`src/rtl/seq_div_pkg.sv`:
```
// ---------------------------------------------------------------------------
// seq_div_pkg
// Shared types and default widths for the sequential 8-by-4 divider.
//   DVD_W   : dividend / quotient width
//   DVS_W   : divisor / remainder width
//   state_t : divider control FSM states
// ---------------------------------------------------------------------------
package seq_div_pkg;

    localparam int DVD_W = 8;
    localparam int DVS_W = 4;

    typedef enum logic [1:0] {
        IDLE   = 2'd0,
        RUN    = 2'd1,
        FINISH = 2'd2
    } state_t;

endpackage : seq_div_pkg

```
`src/rtl/div_step.sv`:
```
// ---------------------------------------------------------------------------
// div_step
// Combinational compare/subtract for one restoring-division step.
// Computes a_i - b_i as a_i + ~b_i + 1 on a ripple chain of fa cells.
//   a_i    : shifted partial remainder (W bits)
//   b_i    : zero-extended divisor (W bits)
//   diff_o : a_i - b_i (valid when ge_o is set)
//   ge_o   : no-borrow, i.e. a_i >= b_i
// ---------------------------------------------------------------------------
module div_step #(
    parameter int W = 5
) (
    input  logic [W-1:0] a_i,
    input  logic [W-1:0] b_i,
    output logic [W-1:0] diff_o,
    output logic         ge_o
);

    logic [W:0] carry;

    // Carry-in of 1 completes the two's-complement negation of b_i.
    assign carry[0] = 1'b1;

    for (genvar i = 0; i < W; i++) begin : g_bit
        fa u_fa (
            .a_i  (a_i[i]),
            .b_i  (~b_i[i]),
            .ci_i (carry[i]),
            .s_o  (diff_o[i]),
            .co_o (carry[i+1])
        );
    end

    // Carry out of an a + ~b + 1 subtraction is the no-borrow flag.
    assign ge_o = carry[W];

endmodule : div_step

```
`src/rtl/fa.sv`:
```
// ---------------------------------------------------------------------------
// fa
// One-bit full adder cell.
//   a_i, b_i : operand bits
//   ci_i     : carry in
//   s_o      : sum bit
//   co_o     : carry out
// ---------------------------------------------------------------------------
module fa (
    input  logic a_i,
    input  logic b_i,
    input  logic ci_i,
    output logic s_o,
    output logic co_o
);

    assign s_o  = a_i ^ b_i ^ ci_i;
    assign co_o = (a_i & b_i) | (a_i & ci_i) | (b_i & ci_i);

endmodule : fa

```
`src/rtl/seq_divider_8by4.sv`:
```
// ---------------------------------------------------------------------------
// seq_divider_8by4
// Sequential unsigned restoring divider, one quotient bit per clock.
//   clk         : rising-edge clock
//   rst_n       : asynchronous active-low reset
//   start       : request a division (sampled only in IDLE)
//   dividend    : DVD_W-bit unsigned dividend, sampled with start
//   divisor     : DVS_W-bit unsigned divisor, sampled with start
//   quotient    : registered quotient
//   remainder   : registered remainder
//   busy        : high while in RUN or FINISH
//   done        : one-cycle pulse when results update
//   div_by_zero : set with done for a zero divisor, held until next start
// ---------------------------------------------------------------------------
module seq_divider_8by4
    import seq_div_pkg::*;
#(
    parameter int DVD_W = seq_div_pkg::DVD_W,
    parameter int DVS_W = seq_div_pkg::DVS_W
) (
    input  logic             clk,
    input  logic             rst_n,
    input  logic             start,
    input  logic [DVD_W-1:0] dividend,
    input  logic [DVS_W-1:0] divisor,
    output logic [DVD_W-1:0] quotient,
    output logic [DVS_W-1:0] remainder,
    output logic             busy,
    output logic             done,
    output logic             div_by_zero
);

    localparam int CNT_W = $clog2(DVD_W + 1);
    // One extra bit keeps the shifted partial remainder from overflowing.
    localparam int PW    = DVS_W + 1;

    state_t           state_q, state_d;
    logic [CNT_W-1:0] cnt_q, cnt_d;
    logic [DVD_W-1:0] dvd_q, dvd_d;
    logic [DVS_W-1:0] dvs_q, dvs_d;
    logic [PW-1:0]    part_q, part_d;
    logic [DVD_W-1:0] quo_q, quo_d;
    logic [DVD_W-1:0] quotient_q, quotient_d;
    logic [DVS_W-1:0] remainder_q, remainder_d;
    logic             done_q, done_d;
    logic             dvz_q, dvz_d;

    logic [PW-1:0]    shifted;
    logic [PW-1:0]    diff;
    logic             ge;

    // Partial remainder is always < divisor after a step, so its top bit is
    // zero and dropping it on the shift loses nothing.
    assign shifted = {part_q[DVS_W-1:0], dvd_q[DVD_W-1]};

    div_step #(
        .W (PW)
    ) u_step (
        .a_i    (shifted),
        .b_i    ({1'b0, dvs_q}),
        .diff_o (diff),
        .ge_o   (ge)
    );

    always_comb begin
        state_d     = state_q;
        cnt_d       = cnt_q;
        dvd_d       = dvd_q;
        dvs_d       = dvs_q;
        part_d      = part_q;
        quo_d       = quo_q;
        quotient_d  = quotient_q;
        remainder_d = remainder_q;
        done_d      = 1'b0;
        dvz_d       = dvz_q;

        case (state_q)
            IDLE: begin
                if (start) begin
                    dvd_d  = dividend;
                    dvs_d  = divisor;
                    part_d = '0;
                    cnt_d  = '0;
                    dvz_d  = 1'b0;
                    if (divisor == '0) begin
                        // Divide-by-zero skips the iterations entirely.
                        quo_d   = '1;
                        state_d = FINISH;
                    end else begin
                        quo_d   = '0;
                        state_d = RUN;
                    end
                end
            end

            RUN: begin
                part_d = ge ? diff : shifted;
                quo_d  = {quo_q[DVD_W-2:0], ge};
                dvd_d  = dvd_q << 1;
                cnt_d  = cnt_q + 1'b1;
                if (cnt_q == CNT_W'(DVD_W - 1)) begin
                    state_d = FINISH;
                end
            end

            FINISH: begin
                quotient_d  = quo_q;
                remainder_d = part_q[DVS_W-1:0];
                done_d      = 1'b1;
                dvz_d       = (dvs_q == '0);
                state_d     = IDLE;
            end

            default: begin
                state_d = IDLE;
            end
        endcase
    end

    always_ff @(posedge clk or negedge rst_n) begin
        if (!rst_n) begin
            state_q     <= IDLE;
            cnt_q       <= '0;
            dvd_q       <= '0;
            dvs_q       <= '0;
            part_q      <= '0;
            quo_q       <= '0;
            quotient_q  <= '0;
            remainder_q <= '0;
            done_q      <= 1'b0;
            dvz_q       <= 1'b0;
        end else begin
            state_q     <= state_d;
            cnt_q       <= cnt_d;
            dvd_q       <= dvd_d;
            dvs_q       <= dvs_d;
            part_q      <= part_d;
            quo_q       <= quo_d;
            quotient_q  <= quotient_d;
            remainder_q <= remainder_d;
            done_q      <= done_d;
            dvz_q       <= dvz_d;
        end
    end

    assign quotient    = quotient_q;
    assign remainder   = remainder_q;
    assign done        = done_q;
    assign div_by_zero = dvz_q;
    assign busy        = (state_q == RUN) || (state_q == FINISH);

endmodule : seq_divider_8by4

```
`config.mk`:
```
export PLATFORM = sky130hd
export DESIGN_NAME = seq_divider_8by4
export DESIGN_NICKNAME = d
export VERILOG_FILES = /design/src/rtl/seq_div_pkg.sv /design/src/rtl/div_step.sv /design/src/rtl/fa.sv /design/src/rtl/seq_divider_8by4.sv
export SDC_FILE = /design/constraint.sdc
export NUM_CORES = 1
export LEC_CHECK = 0
export ABC_AREA = 1
export CORE_MARGIN = 2
export CORE_UTILIZATION = 45
export DETAILED_ROUTE_END_ITERATION = 10
export DONT_BUFFER_PORTS = 1
export PLACE_DENSITY_LB_ADDON = 0.25
export REMOVE_ABC_BUFFERS = 1
export SYNTH_ARGS = -nofsm -noshare
export SYNTH_HDL_FRONTEND = slang
export SYNTH_SLANG_ARGS = --single-unit
```
`constraint.sdc`:
```
create_clock -name clk -period 3.2 [get_ports clk]
set_clock_uncertainty 0.15 [all_clocks]
set_input_delay 0.64 -clock clk [delete_from_list [all_inputs] [get_ports clk]]
set_output_delay 0.64 -clock clk [all_outputs]
set_load 0.005 [all_outputs]
```
; ---- Word level (Yosys, flattened, before mapping)
; Cells that the tools add are included.
; Widths: inputs -> output; s select.
[classes]
n_bitwise = 33
n_reduce_logical = 10
eq_ne = 5
n_mux = 17
addsub = 1
[op_table]
columns = operator, count
row1 = $pmux 8 s2, 2
row2 = $mux 8, 3
row3 = $pmux 4 s2, 2
row4 = $mux 4, 3
row5 = $and 1x1->1, 11
row6 = $or 1x1->1, 10
row7 = $logic_not 4->1, 2
row8 = $reduce_and 2->1, 4
row9 = $xor 1x1->1, 7
row10 = $mux 2, 3
row11 = $not 1->1, 5
row12 = $add 4x1->4 const B, 1
row13 = $eq 4x3->1 const B, 1
row14 = $ne 2x2->1 const B, 2
row15 = $pmux 2 s2, 1
row16 = $reduce_bool 2->1, 2
row17 = $eq 2x1->1 const B, 1
row18 = $eq 2x2->1 const B, 1
row19 = $logic_not 2->1, 1
row20 = $mux 1, 2
row21 = $pmux 1 s2, 1
row22 = $logic_or 1x1->1, 1
[totals]
register_bits = 44

; ---- Logic depth before layout (Yosys ltp)
[depth]
depth_word = 18
mapped_depth = 11
depth_no_buf = 11

; ---- Hierarchy
; From an unflattened synthesis, not the netlist that was laid out.
[hier_totals]
hier_cells = 260
hier_area_um2 = 2144.6
[by_module_without_submodules]
columns = module, instances, cells_each, area_per_inst_um2
row1 = seq_divider_8by4, 1, 249, 2021.9
row2 = fa, 5, 1, 20.0
row3 = div_step, 1, 6, 22.5

; ---- Worst setup path after synthesis
; No wires, ideal clock.
[synth_timing]
kind = flip-flop to flip-flop
from = register dvs_q[0]
to = register part_q[3]
period_less_slack_ns = 2.204
t_arrival_ns = 1.928
slack_ns = 0.996
n_path_buf = 0
setup_time_ns = 0.126
required_ns = 2.924
path_stages_with_launch = 8
path_cell_list = dfrtp_1 -> ha_1 -> fa_1 -> fa_1 -> inv_1 -> fa_1 -> nor2_1 -> o21ai_0
[synth_between]
elab_chain_len = 18
[synth_rtl]
columns = element, line
row1 = start: declaration, seq_divider_8by4.sv:40  ; logic [DVS_W-1:0] dvs_q, dvs_d;
row2 = start signal: assignment, seq_divider_8by4.sv:136  ; dvs_q <= dvs_d;
row3 = $not 1->1 (*), div_step.sv:27  ; .b_i (~b_i[i]),
row4 = $and 1x1->1, fa.sv:18  ; assign co_o = (a_i & b_i) | (a_i & ci_i) | (b_i & ci_i);
row5 = $or 1x1->1, fa.sv:18
row6 = $or 1x1->1 (*), fa.sv:18
row7 = $and 1x1->1, fa.sv:18
row8 = $or 1x1->1, fa.sv:18
row9 = $or 1x1->1 (*), fa.sv:18
row10 = $and 1x1->1, fa.sv:18
row11 = $or 1x1->1, fa.sv:18
row12 = $or 1x1->1 (*), fa.sv:18
row13 = $and 1x1->1, fa.sv:18
row14 = $or 1x1->1 (2 in a row), fa.sv:18
row15 = $and 1x1->1, fa.sv:18
row16 = $or 1x1->1 (2 in a row), fa.sv:18
row17 = $mux 4 (*), seq_divider_8by4.sv:97  ; part_d = ge ? diff : shifted;
row18 = $pmux 4 s2 (*), seq_divider_8by4.sv:77  ; case (state_q)
row19 = end signal: assignment, seq_divider_8by4.sv:137  ; part_q <= part_d;
row20 = end: declaration, seq_divider_8by4.sv:41  ; logic [PW-1:0] part_q, part_d;
; Every way passes the cells marked *; elsewhere a longest branch is shown, timed or not.
; A chain may end at the register's enable or synchronous reset.

; ---- Worst setup path after layout
; Ends and elaborated chain as after synthesis.

==> flow_summary.yaml <==
run_status:
  status: "finished clean"
global_routing:
  grt_pass1_wl_mm: 6.51
  antenna_found_initial: 0
  grt_overflow: 0
  grt_max_degree: 45
  grt_pass1_vias: 1393
  grt_use_total: 0.165
critical_path:
  slowest_delay_ps: 410
  critPathTopFamily: "adder cells"
  cp-start-kind: "flop"
  worst_ep_required_time_ps: 3240
  crit_top_cell: "fa_1"
  crit_path_cell_trace: "ha_1 -> fa_1 -> fa_1 -> inv_1 -> fa_1 -> nor2_1 -> o21ai_0"
  reg2reg_to: "part_q[3]$_DFFE_PN0P_"
  worst-path-stages: 7
  rr_worst_depth: 7
  ff2ff_setup_slack_ps: 920
  crit_path_top_delay_cell: "dfrtp_1"
  cp_max_fo: 3
  critPathBufInv: 1
  endpoint_kind: "flop"
  rr_startpoint: "dvs_q[0]$_DFFE_PN0P_"
  crit_type: "flop to flop"
  arrival_ps: 2310
detailed_routing:
  via_count: 1450
  vias_per_cell: 4.93
  finalWirelength_mm: 3.62
  ant_nets: 0
  wire_per_inst_um: 12.3
  drt-initial-drc-count: 88
  wl_met1_mm: 1.72
  highest_layer: "met4"
  wl_met3_um: 175
  dr.pass1.iters: 4
  wl_met2_mm: 1.66
  drc: 0
timing:
  worst_slack_ps: 923
  setup_viol: 0
  fmax_mhz: 439
  slew_viol_final: 0
  post-route-period-util: 0.712
  hold_viol: 0
  slew_headroom: 0.681
  setup_tns_ps: 0
  worst_slew_pin_slew_ps: 475
  rsz0062_at_grt: "false"
  layout_min_cycle_time_ps: 2280
synth:
  synth_cell_types: 21
  synth_edf_count: 0
  syn-cell-area_um2: 2080
  ys_seq_area_frac: 0.529
  async_reset_ff_frac: 1.00
  synth_flop_cell: "dfrtp_1"
  synth.most_common_cell: "nand2_1"
  ys_warn_count: 0
  syn_inst: 238
  ys_top_cells_by_count: "99 x nand2_1, 44 x dfrtp_1, 20 x inv_1, 20 x nand3_1, 11 x o21ai_0"
  yosys.area.top_type: "dfrtp_1"
  synth_top_area_frac: 0.529
  synth.avg_cell_area_um2: 8.74
  netlist_top_cells_area: "dfrtp_1 53%, nand2_1 18%, nand3_1 4.8%"
  synth.ff_latch_count: 44
clock_network:
  path_clk_slew_ps: 80
  clk-insertion-delay-late_ps: 300
  max-clock-path-buffers: 2
  htreeDepth: 2
  clockRootBuffer: "clkbuf_8"
  cts.sink_count: 44
  cts_tree: "done"
  cts_made_buffers: 5
final_layout:
  final_nets: 264
  ff_latch_area_um2: 1100
  area_delta_synth_final_pct: 7.82
  multiInputGateArea_um2: 836
  drive_gt1_frac: 0.0868
  diodes: 0
  fillers: 438
  final_util: 0.508
floorplan:
  die_height_um: 72.0
  start_util: 0.471
  dieArea_um2: 5180
  coreArea_um2: 4410
  rows: 24
  num_io_pins: 30
  die_w_um: 72.0
pwr:
  total_power_w: 0.00222
  powerDensity_nw_per_um2: 988
  max-vdd-ir-drop_v: 0.000513
  leakagePower_nw: 1.16
place:
  place_congestion: 0.771
  pre_cts_slack_ps: 908
  placement.io_buffers: 0
  place_hpwl_mm: 2.52
hold_path:
  hp-class: "input pin to async pin"
run:
  maxCapViolations: 0
## power breakdown
group | switching (W) | total [W] | leakage (nW) | internal [W]
Sequential | 0.000147 | 0.000931 | 0.576 | 0.000784
Clock | 0.000198 | 0.000433 | 0.0583 | 0.000235
Combinational | 0.000556 | 0.000852 | 0.521 | 0.000295
Total | 0.000901 | 0.00222 | 1.16 | 0.00131
## worst max-delay path by stage
stage                               from                     to  slack (ps)
floorplan           dvs_q[0]$_DFFE_PN0P_  part_q[3]$_DFFE_PN0P_        1000
global placement    dvs_q[0]$_DFFE_PN0P_  part_q[3]$_DFFE_PN0P_         950
detailed placement  dvs_q[0]$_DFFE_PN0P_  part_q[3]$_DFFE_PN0P_         910
CTS                 dvs_q[0]$_DFFE_PN0P_  part_q[3]$_DFFE_PN0P_         910
global route        dvd_q[7]$_DFFE_PN0P_  part_q[2]$_DFFE_PN0P_         770
finish              dvs_q[0]$_DFFE_PN0P_  part_q[3]$_DFFE_PN0P_         920
## per-layer routing
| metal | global-route usage | up-vias |
|---|---|---|
| li1 | - | 747 |
| met3 | 0.0528 | 6 |
| met5 | 0 | - |
| met2 | 0.258 | 35 |
| met4 | 0.0566 | 0 |
| met1 | 0.218 | 662 |
## area by class of cell
class                   instances  area share
well taps                      52      0.0290
inverters                      23      0.0396
flip-flops and latches         44       0.491
repair buffers                  2      0.0156
clock inverters                 3      0.0212
clock buffers                   5      0.0307
multi-input cells             165       0.373
## per-stage QoR
stage,hold WS (ps),cell area (µm²),cells
after floorplan,194,2030,232
after global placement,196,2100,285
after detailed placement,195,2100,285
after CTS,25.2,2240,294
after global routing,21.9,2240,294
final,24.7,2240,294
## sequential cells by signal, summed over array words and instances, names as in the netlist
| signal | count |
|---|---|
| dvd_q | 8 |
| quo_q | 8 |
| quotient | 8 |
| cnt_q | 4 |
| dvs_q | 4 |
| part_q | 4 |
| remainder | 4 |
| state_q | 2 |
| div_by_zero | 1 |
| done | 1 |
## worst register-to-register path, stage by stage (launching register included)
cell and delay, ps:
dfrtp_1 410, ha_1 210, fa_1 380, fa_1 360
inv_1 70, fa_1 400, nor2_1 100, o21ai_0 80
## kinds of logic after synthesis
family	share of synthesized area
AOI/OAI and AO/OA	0.0566
adders and majority gates	0.0590
buffers and inverters	0.0686
DFF	0.529
and+or+nand+nor	0.286
## cells in the final DEF, fill, tap and decap left out
cell,count
nor3_1,1
dfrtp_1,44
buf_16,1
nand2_4,3
buf_4,1
inv_1,20
nor2_4,3
o211ai_1,2
nand2_1,99
a21oi_2,2
ha_1,5
inv_2,1
clkbuf_8,5
inv_4,1
nor2_1,9
nand3_4,1
o21ai_1,6
fa_1,3
clkinv_4,2
clkinv_1,1
bufinv_16,1
o21ai_0,11
nand3_1,20
## timing repair
item,4_1_cts,5_1_grt
hold buffers,1,0
endpoints found under the hold margin,44,0
buffers inserted,0,0
gates resized for setup,0,0
(Power assumes the default switching activity.)
